`config.mk`:
```
export PLATFORM = sky130hd
export DESIGN_NAME = fsk_wave_gen
export DESIGN_NICKNAME = d
export VERILOG_FILES = /design/src/rtl/fsk_wave_gen.sv
export SDC_FILE = /design/constraint.sdc
export NUM_CORES = 1
export LEC_CHECK = 0
export CAP_MARGIN = 40
export CORE_ASPECT_RATIO = 0.6
export CORE_MARGIN = 10
export CORE_UTILIZATION = 60
export DETAILED_ROUTE_END_ITERATION = 7
export DONT_BUFFER_PORTS = 1
export GPL_TIMING_DRIVEN = 0
export PLACE_DENSITY = 0.76
export REMOVE_ABC_BUFFERS = 1
export SLEW_MARGIN = 20
export SYNTH_ARGS = -nofsm -noshare
export SYNTH_HDL_FRONTEND = slang
export SYNTH_SLANG_ARGS = --single-unit
export TNS_END_PERCENT = 1
```
`constraint.sdc`:
```
create_clock -name clock -period 3.3 [get_ports clock]
set_clock_uncertainty 0.2 [all_clocks]
set_input_delay 0.33 -clock clock [delete_from_list [all_inputs] [get_ports clock]]
set_output_delay 0.33 -clock clock [all_outputs]
set_load 0.01 [all_outputs]
```
`src/rtl/fsk_wave_gen.sv`:
```
// Phase-accumulator FSK waveform generator with IDLE/RUN/DRAIN sequencing.
// Optional FSK_WAVE_SYNC_SWITCH_EN: tone increment switches only on accumulator wrap.
module fsk_wave_gen #(
    parameter int unsigned ACC_W = 16,
    parameter int unsigned OUT_W = 8
) (
    input  logic             clock,
    input  logic             reset,
    input  logic [12:0]      inc_in,
    input  logic             enable,
    input  logic [1:0]       wave_sel,
    output logic [OUT_W-1:0] wave_out,
    output logic             wrap,
    output logic             busy
);

    localparam int unsigned INC_W = 13;
    localparam int unsigned SUM_W = ACC_W + 1;
`ifdef FSK_WAVE_SYNC_SWITCH_EN
    localparam bit SYNC_SWITCH = 1'b1;
`else
    localparam bit SYNC_SWITCH = 1'b0;
`endif

    typedef enum logic [1:0] {
        IDLE  = 2'd0,
        RUN   = 2'd1,
        DRAIN = 2'd2
    } state_e;

    state_e             state_q, state_d;
    logic [ACC_W-1:0]   acc_q, acc_d;
    logic [INC_W-1:0]   inc_q, inc_d;
    logic [OUT_W-1:0]   wave_q, wave_d;
    logic               wrap_q, wrap_d;
    logic               busy_q, busy_d;
    logic [SUM_W-1:0]   sum_c;
    logic               carry_c;
    logic [OUT_W-1:0]   tri_c;

    assign sum_c   = {1'b0, acc_q} + SUM_W'(inc_q);
    assign carry_c = sum_c[ACC_W];

    // Waveform shaping from the current accumulator phase
    always_comb begin
        wave_d = '0;
        tri_c  = acc_q[ACC_W-2 -: OUT_W];
        if (acc_q[ACC_W-1]) begin
            tri_c = ~tri_c;
        end
        case (wave_sel)
            2'd0:    wave_d = acc_q[ACC_W-1 -: OUT_W];
            2'd1:    wave_d = {OUT_W{acc_q[ACC_W-1]}};
            2'd2:    wave_d = tri_c;
            default: wave_d = {1'b1, {(OUT_W-1){1'b0}}};
        endcase
    end

    // Next-state and accumulator control
    always_comb begin
        state_d = state_q;
        acc_d   = acc_q;
        inc_d   = inc_q;
        wrap_d  = 1'b0;
        case (state_q)
            IDLE: begin
                acc_d = '0;
                inc_d = inc_in;
                if (enable) begin
                    state_d = RUN;
                end
            end
            RUN: begin
                acc_d  = sum_c[ACC_W-1:0];
                wrap_d = carry_c;
                inc_d  = (SYNC_SWITCH && !carry_c) ? inc_q : inc_in;
                if (!enable) begin
                    state_d = DRAIN;
                end
            end
            DRAIN: begin
                acc_d  = sum_c[ACC_W-1:0];
                wrap_d = carry_c;
                inc_d  = (SYNC_SWITCH && !carry_c) ? inc_q : inc_in;
                // A zero step would never wrap, so give up the drain at once
                if (inc_q == '0 || carry_c) begin
                    state_d = IDLE;
                    acc_d   = '0;
                end else if (enable) begin
                    state_d = RUN;
                end
            end
            default: begin
                state_d = IDLE;
                acc_d   = '0;
            end
        endcase
        busy_d = (state_d != IDLE);
    end

    always_ff @(posedge clock or negedge reset) begin
        if (!reset) begin
            state_q <= IDLE;
            acc_q   <= '0;
            inc_q   <= '0;
            wave_q  <= '0;
            wrap_q  <= 1'b0;
            busy_q  <= 1'b0;
        end else begin
            state_q <= state_d;
            acc_q   <= acc_d;
            inc_q   <= inc_d;
            wave_q  <= wave_d;
            wrap_q  <= wrap_d;
            busy_q  <= busy_d;
        end
    end

    assign wave_out = wave_q;
    assign wrap     = wrap_q;
    assign busy     = busy_q;

endmodule

```
==> results.json <==
{
  "status": "finished, violations left",
  "violations": "hold timing",
  "power_density_nw_per_um2": 817.6,
  "cp-startpoint": "inc_q[0]",
  "cts_buffers": 5,
  "ys_seq_area_share_pct": 43.25,
  "die_area_um2": 6951,
  "tightest_slew_ps": 765.5,
  "worst_ep_arrival_time_ps": 2890,
  "worstSetupPathType": "reg -> reg",
  "grt_pass1_wl_mm": 8.466,
  "place_hpwl_mm": 3.615,
  "relSlewSlack_pct": 48.84,
  "start_util_pct": 63.37,
  "core_um2": 3744,
  "overflow": 0,
  "final_core_util_pct": 72.06,
  "dp_cells": 276,
  "whs_path_depth": 2,
  "rows": 17,
  "multi_input_area_um2": 1286,
  "cap_violations": 0,
  "whs_endpoint": "wave_out[7]",
  "stdcell_count": 301,
  "critPathCaptureType": "flop",
  "min_period_ps": 2889,
  "nNetsFinal": 291,
  "hold_viol": 1,
  "worstHoldStart": "wave_sel[0]",
  "rsz0062_at_grt": "no",
  "cts_tree": "built",
  "cts.htree.levels": 2,
  "clock-sinks": 41,
  "wl_per_cell_um": 16.66,
  "num_io_pins": 28,
  "timing.hold.ws_ps": -1.035,
  "ant_nets": 0,
  "die_w_um": 101.2,
  "place.gp.congestion": 0.8476,
  "clock_path_buffers": 2,
  "synth_area_um2": 2372,
  "required_ps": 3310,
  "yosysWarnings": 0,
  "finalPower_mw": 2.205,
  "drive_gt1_share_pct": 10.63,
  "diodes": 0,
  "wl_met2_mm": 1.998,
  "cp_max_fo": 16,
  "ir_drop_uv": 470.4,
  "routed_wl_mm": 5.015,
  "cts-resized-gates": 0,
  "ff2ff_path_depth": 8,
  "wl_met1_mm": 2.587,
  "synth-seq-cells": 41,
  "p_leak_nw": 1.248,
  "fin_crit_sh_pct": 87.54,
  "cts-root-buf": "clkbuf_8",
  "drt_iter0_drc": 127,
  "clock_latency_ps": 300,
  "die_h_um": 68.71,
  "grt_max_degree": 42,
  "synth_cell_types": 38,
  "hp-class": "in -> reg",
  "syn_inst": 235,
  "r2r-end": "acc_q[3]",
  "grt_pass1_vias": 1697,
  "grt_antenna_before_repair": 0,
  "clkTransAtPathRegs_ps": 80,
  "wl_met3_um": 372,
  "clock.fmax_mhz": 346.1,
  "area_growth_pct": 13.71,
  "route.top_layer_used": "met4",
  "port_buffers": 0,
  "worstSetupStartpointType": "flop",
  "syn_area_per_cell_um2": 10.09,
  "setup-tns-final_ps": 0,
  "fillers": 261,
  "slew_viol_final": 0,
  "drc": 0,
  "grt_usage_pct": 15.41,
  "vias": 1785,
  "seqCellArea_um2": 1026,
  "dr.pass1.iters": 6,
  "finalSetupViolCount": 0,
  "r2r_start": "inc_q[0]",
  "r2r_slack_ps": 410,
  "vias_per_cell": 5.930
}
final cells by class:
| cell class | instances | share of cell area [%] |
|---|---|---|
| clock buffers | 7 | 3.200 |
| multi-input cells | 180 | 47.68 |
| well taps | 47 | 2.180 |
| inverters | 8 | 1.113 |
| clock inverters | 1 | 1.113 |
| repair buffers | 17 | 6.679 |
| flip-flops and latches | 41 | 38.03 |
worst max path at each step:
stage | cells after the start | to | slack, ps
after floorplan | 8 | acc_q[3] | 780
after global placement | 8 | acc_q[3] | 520
after detailed placement | 8 | acc_q[3] | 410
after CTS | 8 | acc_q[3] | 410
after global routing | 8 | acc_q[3] | 270
final | 8 | acc_q[3] | 410
layout by cell type, fill, tap and decap left out, types with 8 or more instances in the layout:
master / count
a21o_1: 9
a21oi_1: 19
dfrtp_1: 41
dlygate4sd3_1: 16
ha_1: 19
inv_1: 8
mux2_2: 13
nor2_1: 37
nor2b_1: 8
o21ai_0: 19
worst max-delay path: stages (launching register included):
cell,delay (ps)
dfrtp_1,420
ha_1,250
fa_1,450
a211o_1,310
a211oi_2,350
o31ai_4,150
nor2_4,150
o311ai_4,250
nor3_1,260
kinds of logic (layout without fill, tap and decap cells):
logic type / after synthesis / after routing / share of synthesized area [%]
adders and majority gates: 20 / 20 / 10.87
buffers and inverters: 14 / 33 / 2.532
DFF: 41 / 41 / 43.25
xor gates and xnor gates: 12 / 12 / 4.430
muxes: 13 / 13 / 6.171
and+or+nand+nor: 65 / 65 / 12.50
AOI/OAI and AO/OA: 70 / 70 / 20.25
timing repair:
item,4_1_cts,5_1_grt
hold buffers,17,0
buffers inserted,0,0
setup endpoints to repair,0,0
endpoints found under the hold margin,62,0
cell usage after synthesis:
cell type / n / area share [%]
a211o_1: 1 / 0.37
nor3_1: 3 / 0.63
o21a_1: 3 / 0.95
a21oi_1: 19 / 4.0
nor3b_1: 1 / 0.32
buf_6: 1 / 0.47
xor2_1: 6 / 2.2
nand2b_1: 1 / 0.26
o311ai_4: 1 / 1.1
ha_1: 19 / 10
dfrtp_1: 41 / 43
a2111oi_0: 1 / 0.37
xnor2_1: 6 / 2.2
a211oi_1: 4 / 1.3
inv_1: 8 / 1.3
and2_1: 1 / 0.26
a2bb2oi_1: 1 / 0.37
a21boi_0: 1 / 0.32
a31oi_2: 1 / 0.53
nor2b_1: 8 / 2.1
o211ai_1: 3 / 0.95
mux2_2: 13 / 6.2
nor2_4: 1 / 0.47
a21o_1: 9 / 2.8
nand3_1: 2 / 0.42
buf_1: 2 / 0.32
a211oi_2: 2 / 1.1
o31ai_4: 1 / 0.90
nand4_1: 1 / 0.26
clkbuf_1: 3 / 0.47
o211a_1: 1 / 0.42
o21ai_0: 19 / 4.0
nand2_1: 7 / 1.1
nor2_1: 37 / 5.9
a31oi_1: 3 / 0.79
nor4_1: 2 / 0.53
or3_1: 1 / 0.26
fa_1: 1 / 0.84
per-layer routing:
metal	track usage, %	up-vias
li1	-	870
met1	22.10	860
met2	22.00	48
met3	4.365	7
met4	4.671	0
met5	0	-
power by group:
| part | switching [mW] | total (mW) | internal [mW] |
|---|---|---|---|
| Sequential | 0.121 | 0.748 | 0.626 |
| Clock | 0.171 | 0.418 | 0.247 |
| Combinational | 0.587 | 1.04 | 0.453 |
| Total | 0.879 | 2.21 | 1.33 |
metrics by stage:
stage / hold slack [ps] / area (µm²) / setup WS [ps]
2_1_floorplan: -165.6 / 2342 / 775.5
3_5_place_dp: -164.6 / 2401 / 414.0
5_1_grt: 22.85 / 2698 / 266.2
6_report: -1.035 / 2698 / 411.1
3_3_place_gp: -164.6 / 2401 / 521.1
4_1_cts: 0.08313 / 2698 / 413.2
state kept, by name, indices dropped and copies added (netlist names):
signal,flops
acc_q,16
inc_q,13
wave_out,8
wrap,1
busy,1
state_q,2
Power figures use the tool's default switching activity.
